## src/rtl/cursor_packet_rx.sv

```systemverilog
// UART receiver for 5-byte cursor packets: SYNC, BTN, DX, DY, CHK (CHK = BTN^DX^DY).
// A byte FSM feeds a packet FSM. Every output is a registered pulse or a held value.
module cursor_packet_rx #(
    parameter int          CLKS_PER_BIT = 868,
    parameter logic [7:0]  SYNC_BYTE    = 8'hA5,
    parameter int          TIMEOUT_BITS = 20
) (
    input  logic       clk,
    input  logic       rst,
    input  logic       rx,
    output logic       pkt_valid,
    output logic [1:0] buttons,
    output logic [7:0] dx,
    output logic [7:0] dy,
    output logic       frame_err,
    output logic       chk_err,
    output logic       pkt_timeout
);
    localparam int            CW      = $clog2(CLKS_PER_BIT);
    localparam logic [CW-1:0] HALF    = CW'(CLKS_PER_BIT / 2 - 1);
    localparam logic [CW-1:0] FULL    = CW'(CLKS_PER_BIT - 1);
    localparam int            TO_LIM  = TIMEOUT_BITS * CLKS_PER_BIT;
    localparam int            TW      = $clog2(TO_LIM);
    localparam logic [TW-1:0] TO_LAST = TW'(TO_LIM - 1);

    typedef enum logic [2:0] {IDLE, START, DATA, STOP, BREAK} bstate_t;
    typedef enum logic [2:0] {P_SYNC, P_BTN, P_DX, P_DY, P_CHK} pstate_t;

    logic          rx_m, rxs;
    bstate_t       state, state_n;
    logic [CW-1:0] cnt, cnt_n;
    logic [2:0]    bit_idx, bit_n;
    logic [7:0]    shreg, sh_n;
    logic          byte_stb, ferr;

    pstate_t       pstate, pstate_n;
    logic [TW-1:0] gap, gap_n;
    logic [7:0]    btn_h, dx_h, dy_h;
    logic          pv_n, ce_n, to_n;

    always_ff @(posedge clk) begin
        if (rst) begin
            rx_m <= 1'b1;
            rxs  <= 1'b1;
        end else begin
            rx_m <= rx;
            rxs  <= rx_m;
        end
    end

    always_ff @(posedge clk) begin
        if (rst) begin
            state   <= IDLE;
            cnt     <= '0;
            bit_idx <= '0;
            shreg   <= '0;
        end else begin
            state   <= state_n;
            cnt     <= cnt_n;
            bit_idx <= bit_n;
            shreg   <= sh_n;
        end
    end

    // Start is re-checked at mid-bit; every later sample lands mid-bit too.
    always_comb begin
        state_n  = state;
        cnt_n    = cnt + CW'(1);
        bit_n    = bit_idx;
        sh_n     = shreg;
        byte_stb = 1'b0;
        ferr     = 1'b0;
        case (state)
            IDLE: begin
                cnt_n = '0;
                if (!rxs) state_n = START;
            end
            START: if (cnt == HALF) begin
                cnt_n   = '0;
                bit_n   = '0;
                state_n = rxs ? IDLE : DATA;
            end
            DATA: if (cnt == FULL) begin
                cnt_n = '0;
                sh_n  = {rxs, shreg[7:1]};
                bit_n = bit_idx + 3'd1;
                if (bit_idx == 3'd7) state_n = STOP;
            end
            STOP: if (cnt == FULL) begin
                cnt_n = '0;
                if (rxs) begin
                    byte_stb = 1'b1;
                    state_n  = IDLE;
                end else begin
                    ferr    = 1'b1;
                    state_n = BREAK;
                end
            end
            BREAK: begin
                cnt_n = '0;
                if (rxs) state_n = IDLE;
            end
            default: state_n = IDLE;
        endcase
    end

    // A byte strobe takes priority over the idle-gap timeout.
    always_comb begin
        pstate_n = pstate;
        gap_n    = gap;
        pv_n     = 1'b0;
        ce_n     = 1'b0;
        to_n     = 1'b0;
        if (byte_stb) begin
            gap_n = '0;
            case (pstate)
                P_SYNC: if (shreg == SYNC_BYTE) pstate_n = P_BTN;
                P_BTN:  pstate_n = P_DX;
                P_DX:   pstate_n = P_DY;
                P_DY:   pstate_n = P_CHK;
                P_CHK: begin
                    if (shreg == (btn_h ^ dx_h ^ dy_h)) pv_n = 1'b1;
                    else                                 ce_n = 1'b1;
                    pstate_n = P_SYNC;
                end
                default: pstate_n = P_SYNC;
            endcase
        end else if (ferr || pstate == P_SYNC) begin
            gap_n    = '0;
            pstate_n = P_SYNC;
        end else if (state == IDLE) begin
            if (gap == TO_LAST) begin
                to_n     = 1'b1;
                gap_n    = '0;
                pstate_n = P_SYNC;
            end else begin
                gap_n = gap + TW'(1);
            end
        end
    end

    always_ff @(posedge clk) begin
        if (rst) begin
            pstate      <= P_SYNC;
            gap         <= '0;
            btn_h       <= '0;
            dx_h        <= '0;
            dy_h        <= '0;
            pkt_valid   <= 1'b0;
            chk_err     <= 1'b0;
            pkt_timeout <= 1'b0;
            frame_err   <= 1'b0;
            buttons     <= '0;
            dx          <= '0;
            dy          <= '0;
        end else begin
            pstate      <= pstate_n;
            gap         <= gap_n;
            pkt_valid   <= pv_n;
            chk_err     <= ce_n;
            pkt_timeout <= to_n;
            frame_err   <= ferr;
            if (byte_stb && pstate == P_BTN) btn_h <= shreg;
            if (byte_stb && pstate == P_DX)  dx_h  <= shreg;
            if (byte_stb && pstate == P_DY)  dy_h  <= shreg;
            if (pv_n) begin
                buttons <= btn_h[1:0];
                dx      <= dx_h;
                dy      <= dy_h;
            end
        end
    end
endmodule

```

## config.mk

```make
export PLATFORM = sky130hd
export DESIGN_NAME = cursor_packet_rx
export DESIGN_NICKNAME = d
export VERILOG_FILES = /design/src/rtl/cursor_packet_rx.sv
export SDC_FILE = /design/constraint.sdc
export NUM_CORES = 1
export LEC_CHECK = 0
export ABC_CLOCK_PERIOD_IN_PS = 2600
export BUFFER_PORTS_ARGS = -buffer_cell sky130_fd_sc_hd__buf_4
export CAP_MARGIN = 40
export CORE_ASPECT_RATIO = 1.4
export CORE_MARGIN = 3
export CORE_UTILIZATION = 55
export CTS_CLUSTER_SIZE = 30
export DETAILED_ROUTE_END_ITERATION = 10
export GPL_TIMING_DRIVEN = 1
export PLACE_DENSITY_LB_ADDON = 0.12
export SYNTH_ARGS = -nofsm -noshare
export SYNTH_HDL_FRONTEND = slang
export SYNTH_SLANG_ARGS = --single-unit
```

## constraint.sdc

```tcl
create_clock -name clk -period 2.6 [get_ports clk]
set_input_delay 0.52 -clock clk [delete_from_list [all_inputs] [get_ports clk]]
set_output_delay 0.52 -clock clk [all_outputs]
set_load 0.05 [all_outputs]
```

==> results of run 1 <==
worst register-to-register path: cells and delay by family (launching register included):
family          cells  cell delay [ps]
simple gates        4             1170
flops               1              410
fa+ha+maj           1              300
compound gates      1              170
buf+inv             1              240
layer usage:
metal	share of wire [%]	vias to the layer above
met3	1.9	13
met5	0	-
li1	-	1616
met1	43	1484
met4	2.2	0
met2	53	42
power by group:
part | internal, mW | switching [mW]
clock | 0.394 | 0.461
sequential | 1.38 | 0.00261
combinational | 0.0108 | 0.0273
total | 1.78 | 0.491
kinds of logic after synthesis:
group                    Yosys count  share of synthesized area [%]
XOR/XNOR                          46                          10.02
multiplexers                      25                          6.221
AO/OA/AOI/OAI                     66                          10.11
AND/OR/NAND/NOR                  178                          23.39
adder cells (fa/ha/maj)            5                          1.555
buffers and inverters             33                          3.919
flip-flops                        90                          44.79
worst max path at each step:
stage | from | to | slack (ps) | depth (start not counted)
floorplan | cnt[0]$_SDFF_PP0_ | bit_idx[0]$_SDFFE_PP0P_ | 600 | 6
global placement | cnt[0]$_SDFF_PP0_ | dx[4]$_SDFFE_PP0P_ | 370 | 7
detailed placement | cnt[0]$_SDFF_PP0_ | dy[4]$_SDFFE_PP0P_ | 270 | 7
CTS | cnt[0]$_SDFF_PP0_ | dy[4]$_SDFFE_PP0P_ | 260 | 7
finish | cnt[0]$_SDFF_PP0_ | dy[4]$_SDFFE_PP0P_ | 250 | 7
global route | cnt[0]$_SDFF_PP0_ | dy[7]$_SDFFE_PP0P_ | 50 | 7
cells in the final DEF, fill, tap and decap left out, types with 2 or more instances in the layout:
| cell type | Yosys | routed |
|---|---|---|
| nor2b_1 | 2 | 2 |
| and3_1 | 3 | 3 |
| or3_1 | 2 | 2 |
| or4bb_1 | 2 | 2 |
| clkbuf_1 | 17 | 2 |
| nor3_1 | 9 | 9 |
| o31ai_1 | 18 | 18 |
| xnor2_1 | 36 | 36 |
| o2111ai_1 | 2 | 2 |
| nor4_1 | 3 | 3 |
| a21oi_1 | 35 | 35 |
| nand3_1 | 18 | 18 |
| buf_4 | 0 | 40 |
| nor2_1 | 65 | 65 |
| nand4b_1 | 3 | 3 |
| ha_1 | 5 | 5 |
| nor4b_1 | 2 | 2 |
| nand4_1 | 26 | 26 |
| or2_2 | 2 | 2 |
| dfxtp_1 | 90 | 90 |
| and2_1 | 2 | 2 |
| clkbuf_8 | 0 | 11 |
| nand2_1 | 23 | 23 |
| and4_1 | 4 | 4 |
| mux2i_1 | 25 | 25 |
| xor2_1 | 10 | 10 |
| nand2b_1 | 4 | 4 |
| inv_1 | 6 | 6 |
| o21ai_0 | 5 | 5 |
state kept, by name, summed over array words and instances (netlist names), 2 cells and up:
register,cells
gap,15
cnt,10
btn_h,8
dx,8
dx_h,8
dy,8
dy_h,8
shreg,8
bit_idx,3
pstate,3
state,3
buttons,2
cell type report:
class	count	area (um2)	share of cell area, %
tap	95	118.9	2.654
inverter	6	22.52	0.5029
clock buffer	13	158.9	3.548
multi-input combinational	320	2063	46.07
sequential	90	1802	40.23
timing repair buffer	40	300.3	6.706
clock inverter	2	12.51	0.2794
through the flow:
stage | area (um2) | instances | util [%] | power, mW
6_report | 4478 | 566 | 63.73 | 2.276
5_1_grt | 4478 | 566 | 63.73 | 2.360
4_1_cts | 4478 | 566 | 63.73 | 2.305
3_5_place_dp | 4307 | 551 | 61.29 | 1.453
3_3_place_gp | 4307 | 551 | 61.29 | 1.453
2_1_floorplan | 4023 | 443 | - | 1.442
==> impl_metrics.yaml, run 1 <==
critical_path:
  critical_path_peak_fanout: 12
  r2r_cells: 7
  criticalPathCategory: "reg -> reg"
  critPathMaxStageDelay_ps: 470
  cp_slowest_cell: "nor4_4"
  r2r_setup_slack_ps: 250
  required_ps: 2890
  crit_buf_inv: 1
  regToRegStartpoint: "cnt[0]$_SDFF_PP0_"
  start_kind: "flop"
  rr_endpoint: "dy[4]$_SDFFE_PP0P_"
  crit_arrival_ps: 2630
  end_kind: "flop"
  critPathTopFamily: "simple AND/OR/NAND/NOR gates"
  cp_cell_sequence: "ha_1, nand4bb_4, nor4_4, and4_1, buf_4, nand4_1, a21oi_1"
global_route:
  grt.total_usage_pct: 21.14
  grt_antenna_before_repair: 0
  met3_usage_pct: 2.605
  met1_usage_pct: 23.72
  grt_max_degree: 40
  first_global_vias: 3033
  grt_overflow: 0
  grt_pass1_wl_um: 14160
  grt-busiest-layer: "met2"
  global_route.usage.met2_pct: 39.09
synthesis:
  synth_ff_type: "dfxtp_1"
  synth_seq_cells: 90
  syn_area_per_cell_um2: 9.080
  yosysMostFrequentCell: "dfxtp_1"
  synth_top_area_share_pct: 44.79
  syn_area_um2: 4023
  syn_nets: 451
  synthArstFlopShare_pct: 0
  synth-edff-count: 0
  ys_top_cells_by_area: "dfxtp_1 45%, xnor2_1 7.8%, mux2i_1 6.2%, nor2_1 6.1%, a21oi_1 4.4%"
  synth_cell_types: 44
  syn-instance-count: 443
  synth_warnings: 0
  synth.yosys.seq_area_share_pct: 44.79
  synth_common_cells: "90 x dfxtp_1, 65 x nor2_1, 36 x xnor2_1, 35 x a21oi_1, 26 x nand4_1"
  synth_area_leader_cell: "dfxtp_1"
placement:
  place_ws_ps: 269.5
  portBuffers: 24
  post-dp-hpwl_um: 6023
  gp_congestion: 0.7951
clock_network:
  clkSinkCount: 90
  clockBufferDepth: 2
  cts_hold_buf: 0
  clk-insertion-delay-late_ps: 350
  cts.clk_slew.worst_paths_ps: 80
  post_cts_buffers: 0
  post_cts_resized: 0
  tritoncts: "done"
  cts.htree.levels: 3
  cts-buffers-inserted: 9
  root_buffer: "clkbuf_8"
sta:
  layout_setup_ws_ps: 254.6
  finalHoldViolCount: 0
  worstMarginPinSlew_ps: 650.2
  rsz0062_at_grt: "false"
  fin_crit_sh_pct: 90.21
  relSlewSlack_pct: 56.65
  fmax_ghz: 0.4264
  min_period_ps: 2345
  skew_ps: 6.916
  drv_slew: 0
  setup_viol: 0
  fin_setup_tns_ps: 0
  hold_ws_ps: 349.1
drt:
  vias: 3155
  routedWlPerCell_um: 14.75
  ant_nets: 0
  drtIter0Drc: 87
  drc: 0
  routed_via_density: 5.574
  firstDrtPassIters: 5
  drt-total-wl_um: 8350
floorplanning:
  die-area_um2: 8391
  fp.coreArea_um2: 7027
  die_y_um: 107.2
  pin_count: 25
  start_util_pct: 57.25
  die_width_um: 78.28
  rows: 36
status:
  status: "finished, final reports clean"
finish:
  fillers: 637
  diodes: 0
  area_growth_syn_to_layout_pct: 11.32
  drive_gt1_share_pct: 12.53
  nets: 475
worst_hold_path:
  hold_depth: 2
  hold_path_startpoint: "rx"
  holdPathEnd: "rx_m$_SDFF_PP1_"
  holdCritPathClass: "in -> reg"
power_and_ir_drop:
  ir_drop_mv: 0.3132
  leakage_nw: 1.679
  powerDensity_nw_per_um2: 508.2
job:
  max_cap_viol_count: 0
Note: power is estimated with default switching activity, not from simulation.
==> inputs of run 2 (changes only) <==
--- a/config.mk
+++ b/config.mk
@@ -14,7 +14,8 @@
 export CTS_CLUSTER_SIZE = 30
 export DETAILED_ROUTE_END_ITERATION = 10
 export GPL_TIMING_DRIVEN = 1
-export PLACE_DENSITY_LB_ADDON = 0.12
+export PLACE_DENSITY = 0.73
+export SETUP_SLACK_MARGIN = 0.4
 export SYNTH_ARGS = -nofsm -noshare
 export SYNTH_HDL_FRONTEND = slang
 export SYNTH_SLANG_ARGS = --single-unit
==> impl_metrics.yaml, run 2 (synthesized netlist as in run 1, its figures left out) <==
status:
  status: "finished, final reports clean"
drt:
  ant_nets: 0
  drc: 0
  routedWlPerCell_um: 14.66
  firstDrtPassIters: 4
  vias: 3203
  drt-total-wl_um: 8299
  routed_via_density: 5.659
  drtIter0Drc: 176
floorplanning:
  rows: 36
  die-area_um2: 8391
  die_y_um: 107.2
  start_util_pct: 57.25
  die_width_um: 78.28
  fp.coreArea_um2: 7027
  pin_count: 25
power_and_ir_drop:
  leakage_nw: 1.704
  powerDensity_nw_per_um2: 525.0
  power_mw: 2.389
  ir_drop_mv: 0.3938
sta:
  fmax_ghz: 0.4815
  fin_crit_sh_pct: 79.88
  finalHoldViolCount: 0
  rsz0062_at_grt: "false"
  min_period_ps: 2077
  worstMarginPinSlew_ps: 673.7
  relSlewSlack_pct: 55.09
  fin_setup_tns_ps: 0
  layout_setup_ws_ps: 523.2
  skew_ps: 11.30
  setup_viol: 0
  drv_slew: 0
critical_path:
  end_kind: "flop"
  cp_cell_sequence: "or3b_4, nor4_4, and4_1, buf_4, nand4_1, a21oi_1"
  crit_arrival_ps: 2360
  regToRegStartpoint: "cnt[3]$_SDFF_PP0_"
  critPathMaxStageDelay_ps: 480
  crit_path_start: "cnt[3]$_SDFF_PP0_"
  required_ps: 2880
  start_kind: "flop"
  cp_slowest_cell: "or3b_4"
  crit_buf_inv: 1
  critPathTopFamily: "simple AND/OR/NAND/NOR gates"
  critical_path_peak_fanout: 18
  criticalPathCategory: "reg -> reg"
clock_network:
  tritoncts: "done"
  cts-buffers-inserted: 9
  clkSinkCount: 90
  root_buffer: "clkbuf_8"
  cts_hold_buf: 0
  clockBufferDepth: 2
  clk-insertion-delay-late_ps: 360
  cts.clk_slew.worst_paths_ps: 90
  cts.htree.levels: 3
worst_hold_path:
  hold_path_startpoint: "rx"
  holdCritPathClass: "in -> reg"
finish:
  seqCellArea_um2: 1804
  nets: 474
  largest_reg_flops: 15
  diodes: 0
  area_growth_syn_to_layout_pct: 13.09
  layout.cells.non_filler: 566
  fillers: 613
  reg_top3: "gap x15, cnt x10"
  largest_register: "gap"
  layout_commonest_cell: "dfxtp_1"
  drive_gt1_share_pct: 14.44
  multi_input_area_um2: 2107
  final_cell_mix: "88 x dfxtp_1, 65 x nor2_1, 39 x buf_4"
placement:
  portBuffers: 24
  post-dp-hpwl_um: 5941
  gp_congestion: 0.8478
  place_ws_ps: 357.4
  dp.cells: 548
job:
  max_cap_viol_count: 0
global_route:
  grt_antenna_before_repair: 0
  grt_pass1_wl_um: 14390
  grt.total_usage_pct: 21.33
  first_global_vias: 3128
  grt_overflow: 0
  grt_max_degree: 38
run 2: stage by stage:
stage          area, um2  util [%]  hold WS, ps
3_3_place_gp        4284     60.97        398.3
5_1_grt             4549     64.74        330.5
4_1_cts             4503     64.08        320.7
3_5_place_dp        4284     60.97        403.4
2_1_floorplan       4023         -        389.5
6_report            4549     64.74        345.4
run 2: layer usage:
metal / vias up / wire, um / global-route usage (%)
met1: 1523 / 3416 / 23.58
met3: 11 / 277 / 4.370
met5: - / 0 / 0
met4: 0 / 115 / 8.625
met2: 56 / 4490 / 39.28
li1: 1613 / - / -
run 2: worst reg2reg max path, stage by stage (launching register included):
cell and delay, ps:
dfxtp_1 370, or3b_4 480, nor4_4 370, and4_1 250, buf_4 230, nand4_1 140, a21oi_1 190
run 2: area by class of cell:
class / count / area share (%)
inverters: 6 / 0.4950
repair buffers: 39 / 6.436
flip-flops and latches: 90 / 39.66
clock buffers: 11 / 3.108
well taps: 95 / 2.613
multi-input cells: 320 / 46.31
clock inverters: 5 / 1.375
run 2: worst paths after layout:
kind,endpoint,slack [ps],cells after the start
max,dy[5]$_SDFFE_PP0P_,520,6
min,rx_m$_SDFF_PP1_,350,2
max reg2reg,dy[5]$_SDFFE_PP0P_,520,6
min reg2reg,rxs$_SDFF_PP1_,420,1
run 2: power by group:
group / switching [mW] / leakage [nW] / total, mW / internal (mW)
sequential: 0.00280 / 0.726 / 1.38 / 1.38
clock: 0.492 / 0.0962 / 0.968 / 0.476
combinational: 0.0269 / 0.882 / 0.0377 / 0.0108
run 2: timing repair:
| action | 4_1_cts | 5_1_grt |
|---|---|---|
| hold endpoints to repair | 0 | 0 |
| pin swaps | 1 | 1 |
| resized for setup | 3 | 7 |
| buffers inserted | 0 | 2 |
| endpoints found under the setup margin | 17 | 54 |
